### config.mk
export PLATFORM = sky130hd
export DESIGN_NAME = accu_diff
export DESIGN_NICKNAME = d
export VERILOG_FILES = /design/src/rtl/accu_pkg.sv /design/src/rtl/accu_wrap_sub.sv /design/src/rtl/accu_diff.sv
export SDC_FILE = /design/constraint.sdc
export NUM_CORES = 1
export LEC_CHECK = 0
export ABC_AREA = 1
export CAP_MARGIN = 20
export CORE_ASPECT_RATIO = 1.5
export CORE_UTILIZATION = 50
export CTS_CLUSTER_SIZE = 12
export DETAILED_ROUTE_END_ITERATION = 6
export GPL_ROUTABILITY_DRIVEN = 1
export PLACE_DENSITY = 0.76
export SETUP_SLACK_MARGIN = 0.5
export SLEW_MARGIN = 20
export SYNTH_ARGS = -nofsm -noshare
export SYNTH_HDL_FRONTEND = slang
export SYNTH_SLANG_ARGS = --single-unit
### constraint.sdc
create_clock -name clk -period 2.9 [get_ports clk]
set_input_delay 0.29 -clock clk [delete_from_list [all_inputs] [get_ports clk]]
set_output_delay 0.29 -clock clk [all_outputs]
set_load 0.02 [all_outputs]
### src/rtl/accu_pkg.sv
// Shared types and helpers for the accumulator family (power-of-two and modulo-M).
// wrapdiff is a width/modulus-generic reference usable by checkers of either accumulator.
package accu_pkg;

  typedef enum logic {IDLE, RUN} accu_diff_state_t;

  localparam int unsigned WRAPDIFF_MAXW = 32;

  typedef struct packed {
    logic        wrap;
    logic [31:0] diff;
  } wrapdiff_t;

  // Difference a-b wrapped to 2^w (m==0) or to m (m>0); wrap flags a borrow correction.
  function automatic wrapdiff_t wrapdiff(input logic [31:0] a, input logic [31:0] b,
                                         input int unsigned w, input int unsigned m);
    logic [32:0] t;
    logic [32:0] mask;
    wrapdiff_t   r;
    mask   = (33'd1 << w) - 33'd1;
    t      = {1'b0, a} - {1'b0, b};
    r.wrap = t[32];
    if (m == 0)
      r.diff = t[31:0] & mask[31:0];
    else if (t[32])
      r.diff = 32'(t + {1'b0, m});
    else
      r.diff = t[31:0];
    return r;
  endfunction

endpackage

### src/rtl/accu_wrap_sub.sv
// Combinational W-bit subtractor a-b with native 2^W wrap (M=0) or modulo-M wrap (M>0).
// wrap is set whenever a<b, i.e. whenever the wrap correction was needed.
module accu_wrap_sub #(
  parameter int W = 16,
  parameter int M = 0
) (
  input  logic [W-1:0] a,
  input  logic [W-1:0] b,
  output logic [W-1:0] diff,
  output logic         wrap
);

  localparam logic [W:0] M_EXT = (W+1)'(M);

  logic [W:0] t;
  logic [W:0] t_fix;

  // NOTE: every output of a combinational block is assigned on every path, so no latch is inferred.
  always_comb begin
    t     = {1'b0, a} - {1'b0, b};
    t_fix = t + M_EXT;
    wrap  = t[W];
    // For M=2^W the low W bits of t already equal t+M, so M_EXT truncation is harmless.
    if (M > 0 && t[W])
      diff = t_fix[W-1:0];
    else
      diff = t[W-1:0];
  end

endmodule

### src/rtl/accu_diff.sv
// Differencer recovering per-sample increments from an accumulated stream (2^W or modulo-M wrap).
// Optional macro ACCU_DIFF_WRAP_CNT_EN adds a saturating 16-bit wrap_cnt output.
module accu_diff
  import accu_pkg::*;
#(
  parameter int W               = 16,
  parameter int M               = 0,
  parameter int FIRST_FROM_ZERO = 1
) (
  input  logic         clk,
  input  logic         rst,
  input  logic         en,
  input  logic         clr,
  input  logic [W-1:0] acc_in,
  output logic [W-1:0] diff_out,
  output logic         out_valid,
`ifdef ACCU_DIFF_WRAP_CNT_EN
  output logic         range_err,
  output logic [15:0]  wrap_cnt
`else
  output logic         range_err
`endif
);

  if (M > 0 && 64'(M) > (64'd1 << W)) begin : g_bad_modulus
    $error("accu_diff: modulus M=%0d exceeds 2^W for W=%0d", M, W);
  end

  localparam bit         MODULAR = (M > 0);
  localparam logic [W:0] M_EXT   = (W+1)'(M);

  accu_diff_state_t state, state_d;
  logic [W-1:0]     prev, prev_d, diff_d;
  logic             valid_d, err_d;
  logic [W-1:0]     sub_diff;
  logic             sub_wrap;
  logic             legal, take;

  assign legal = !MODULAR || ({1'b0, acc_in} < M_EXT);
  assign take  = en && legal;

  accu_wrap_sub #(.W(W), .M(M)) u_sub (
    .a    (acc_in),
    .b    (prev),
    .diff (sub_diff),
    .wrap (sub_wrap)
  );

  // NOTE: sequential state uses non-blocking assignments so all registers update from pre-edge values.
  always_ff @(posedge clk) begin
    if (rst) state <= IDLE;
    else     state <= state_d;
  end

  always_comb begin
    state_d = state;
    if (clr)       state_d = IDLE;
    else if (take) state_d = RUN;
  end

  // Next-value logic for the registered outputs; clr wins over en and discards the sample.
  always_comb begin
    prev_d  = prev;
    diff_d  = diff_out;
    valid_d = 1'b0;
    err_d   = range_err;
    if (clr) begin
      prev_d = '0;
    end else if (en) begin
      if (!legal) begin
        err_d = 1'b1;
      end else begin
        prev_d = acc_in;
        if (state == RUN) begin
          diff_d  = sub_diff;
          valid_d = 1'b1;
        end else if (FIRST_FROM_ZERO != 0) begin
          diff_d  = acc_in;
          valid_d = 1'b1;
        end
      end
    end
  end

  always_ff @(posedge clk) begin
    if (rst) begin
      prev      <= '0;
      diff_out  <= '0;
      out_valid <= 1'b0;
      range_err <= 1'b0;
    end else begin
      prev      <= prev_d;
      diff_out  <= diff_d;
      out_valid <= valid_d;
      range_err <= err_d;
    end
  end

`ifdef ACCU_DIFF_WRAP_CNT_EN
  always_ff @(posedge clk) begin
    if (rst || clr)
      wrap_cnt <= '0;
    else if (take && state == RUN && sub_wrap && wrap_cnt != 16'hFFFF)
      wrap_cnt <= wrap_cnt + 16'd1;
  end
`else
  logic wrap_unused;
  assign wrap_unused = sub_wrap;
`endif

endmodule

-- Word-level counts from Yosys, hierarchy flattened
Cells that the tools add are included.
- add/subtract/negate cells: 1
- mux-type cells: 2
- bitwise operators: 1
- reduce and logical (&&, ||, !) cells: 2
- operator list (kind ; count):
    16-bit 2-to-1 mux ; 1
    16-bit subtractor ; 1
    2-bit AND reduction ; 1
    2-bit OR reduction ; 1
    1-bit 2-to-1 mux ; 1
    1-bit inverter ; 1
- register bits: 34
- input port bits: 20
- output and inout bits: 18
- logic and storage cells: 10

-- Logic depth before layout (Yosys ltp)
- word-level depth: 2
- depth in mapped cells: 13
- gate-level depth less buffers: 13

-- By module
From an unflattened synthesis, not the netlist that was laid out.
- cell total of the unflattened synthesis: 433
- area, all modules: 2568.7 µm²
- modules (own cells, without submodules) (module ; instances ; cells an instance ; area each (µm²) ; sequential area each (µm²)):
    accu_diff ; 1 ; 224 ; 1503.9 ; 680.7
    accu_wrap_sub ; 1 ; 209 ; 1064.8 ; 0.0

-- Least setup slack after synthesis
No wires, ideal clock.
- path kind: input to register
- start point: input port acc_in[0]
- end point: register diff_out[12]
- setup time: 70 ps
- data arrival time: 1558 ps
- data required time: 2830 ps
- slack: 1272 ps
- stages on the path: 12
- path buffers: 0
- cell sequence: inv_1 > ha_1 > fa_1 > inv_1 > nand3_1 > nand3_1 > nand3_1 > nand3_1 > nand2_1 > nand3_1 > nand2_1 > a21oi_1
- cells in the longest elaborated chain, start to end: 2
- ends and longest elaborated chain (what ; RTL line ; source):
    from (decl) ; accu_diff.sv:14 ; input logic [W-1:0] acc_in,
    16-bit subtractor ; accu_wrap_sub.sv:20 ; t = {1'b0, a} - {1'b0, b};
    16-bit 2-to-1 mux ; accu_diff.sv:74 ; if (state == RUN) begin
    to (signal assigned) ; accu_diff.sv:93 ; diff_out <= diff_d;
    to (decl) ; accu_diff.sv:15 ; output logic [W-1:0] diff_out,
No other way between the ends.
A chain may end at the register's enable or synchronous reset.

-- Worst setup path after layout
Ends and elaborated chain as after synthesis.

==> out/qor.yml <==
grt_max_degree: 29
syn-instance-count: 359
routed-via-count: 2234
grt_pass1_vias: 2097
cts-root-buf: "sky130_fd_sc_hd__clkbuf_8"
syn_area_sq_um: 2280
drc: 2
fp.dieW_microns: 57.2
resized_after_cts: 0
ir_drop_v: 0.000304
route.final.wire_length_microns: 5400
layout_setup_ws_ns: 0.922
antenna-diode-count: 0
rows: 29
syn_nets: 395
slew_headroom_pct: 61.3
clk_transition_reported_paths_ns: 0.08
power_leakage_nw: 1.32
count_of_nets_left_with_antenna_violations_after_detail_routing: 0
worstHoldPathType: "flop to flop"
antenna_violations_before_repair: 0
tritoncts: "built"
timing.clock.skew_ns: 0.00626
timing.setup.critical_path_class: "primary input to flop"
io_pins: 38
post_route_cells_drive_above_1_share_pct: 6.36
floorplan.initialDensity_pct: 52.9
routedWlPerCell_microns: 12.3
slew_viol_final: 0
htreeDepth: 2
post-route-min-period_ns: 1.98
route.top_layer_used: "met4"
worstSetupEndpointType: "flop"
design.die.area_sq_um: 4850
p_per_area_nw_per_um2: 442
cts_num_sinks: 34
fin_nets: 428
postCtsSetupRepairBufs: 0
maxCapViolations: 0
grt_overflow: 0
pre_cts_slack_ns: 0.620
met2RoutedLength_microns: 2690
met1_length_microns: 2450
floorplan.die.height_microns: 84.8
ys_seq_area_share_pct: 29.8
first_pass_iters: 6
detailedRoute.firstIterationViolations: 115
postCtsHoldBufs: 0
hold_viol_final: 0
final.period_utilization_pct: 68.2
cts_inserted_buffers: 5
dp.final_hpwl_microns: 3930
wire_length_of_the_first_global_routing_pass_microns: 9110
worstSkewPairLatency_ns: 0.29
totalNegativeSetupSlack_ns: 0
finalSetupViolCount: 0
seqCellArea_sq_um: 681
detailroute.wirelength.met3_microns: 195
avgViaCountPerCell: 5.09
number_of_distinct_library_cell_variants_in_the_gate_level_netlist_after_synthesis: 26
io_buffers: 36
run_status: "complete, but fails checks"
timing_worst_slew_pin_value_ns: 0.579
fin_hold_ws_ns: 0.462
rrSetupSlack_ns: 1.15
post_synthesis_register_bit_count: 34
multi_input_comb_area_sq_um: 1280
critical_path_arrival_ns: 2.14
fin_total_pwr_mw: 1.21
worstSetupStartpointType: "primary input"
required_ns: 3.06
clk_path_buf_depth: 2
gp_congestion: 0.865
failed_checks: "DRC"
globalRouteTotalUtil_pct: 24.0
fillers: 408
timing.critical_path.fanout_max: 4
core_sq_um: 4320
synth.avg_cell_area_sq_um: 6.36
max_clock_freq_ghz: 0.506
rsz0062_at_grt: "no"
signed_area_change_from_the_synthesized_netlist_to_the_final_layout_pct: 20.2
yosysWarningCount: 0
[synth_stat cells, drive strengths merged]
cell	instances	share of area (%)
conb	1	0.16
o21ai	24	5.3
ha	15	8.2
nand2	97	16
nand3	20	4.6
fa	1	0.88
a21oi	48	11
buf	8	2.3
xor2	5	1.9
nand4	1	0.27
inv	67	11
o221ai	2	0.77
nor3	3	1.2
clkbuf	4	0.66
a211oi	1	0.33
dfxtp	34	30
xnor2	2	0.77
nor2	26	4.5
[metal layers]
| layer | global-route usage, % | vias up |
|---|---|---|
| met5 | 0 | - |
| met4 | 8.20 | 0 |
| met3 | 4.62 | 9 |
| met2 | 43.1 | 40 |
| met1 | 27.9 | 995 |
| li1 | - | 1190 |
[path summary, 6_finish.rpt]
kind / cells after the start / endpoint / from
max: 12 / diff_out[12] / acc_in[0]
min: 2 / prev[6] / prev[6]
max reg2reg: 10 / diff_out[12] / prev[0]
min reg2reg: 2 / prev[6] / prev[6]
[sequential cells by signal (all words and copies together) (netlist names)]
register,flops
out_valid,1
diff_out,16
prev,16
state,1
[critical path, stage by stage]
cell	delay (ns)
sky130_fd_sc_hd__clkdlybuf4s50_1	0.45
sky130_fd_sc_hd__inv_1	0.06
sky130_fd_sc_hd__ha_1	0.23
sky130_fd_sc_hd__fa_1	0.37
sky130_fd_sc_hd__inv_1	0.11
sky130_fd_sc_hd__nand3_1	0.08
sky130_fd_sc_hd__nand3_1	0.14
sky130_fd_sc_hd__nand3_1	0.12
sky130_fd_sc_hd__nand4_1	0.09
sky130_fd_sc_hd__nand3_1	0.08
sky130_fd_sc_hd__nand2_1	0.07
sky130_fd_sc_hd__a21oi_1	0.05
[placed cells by master, fill, tap and decap left out, drive strengths merged, types with 3 or more instances in the layout]
master          n
nand2          97
inv            67
a21oi          48
clkdlybuf4s50  36
dfxtp          34
nor2           26
o21ai          24
nand3          20
ha             15
clkbuf          6
xor2            5
nor3            3
[cell families (layout without fill, tap and decap cells)]
kind of cell,count (synthesis),in the layout,synth area share [%]
and+or+nand+nor,147,147,26.8
xor gates and xnor gates,7,7,2.68
other,1,1,0.164
AOI/OAI and AO/OA,75,75,17.5
DFF,34,34,29.8
buffers and inverters,79,113,14.0
adders and majority gates,16,16,9.09
[through the flow]
step | cell area (sq um) | util, % | instances
floorplan | 2280 | - | 359
global placement | 2650 | 61.4 | 431
detailed placement | 2650 | 61.4 | 431
CTS | 2750 | 63.6 | 439
global route | 2750 | 63.6 | 439
finish | 2750 | 63.6 | 439
[final cells by class]
| class | instances | share of cell area (%) |
|---|---|---|
| Clock buffer | 6 | 3.01 |
| Clock inverter | 2 | 0.456 |
| Inverter | 67 | 9.16 |
| Multi-Input combinational cell | 246 | 46.8 |
| Sequential cell | 34 | 24.8 |
| Tap cell | 46 | 2.10 |
| Timing Repair Buffer | 38 | 13.7 |
[power by group]
| group | leakage (nW) | internal [mW] | switching [mW] | total (mW) |
|---|---|---|---|---|
| Sequential | 0.279 | 0.491 | 0.0104 | 0.501 |
| Clock | 0.0472 | 0.191 | 0.184 | 0.375 |
| Combinational | 0.995 | 0.135 | 0.202 | 0.337 |
No activity file was read; power rests on OpenSTA's default activity.
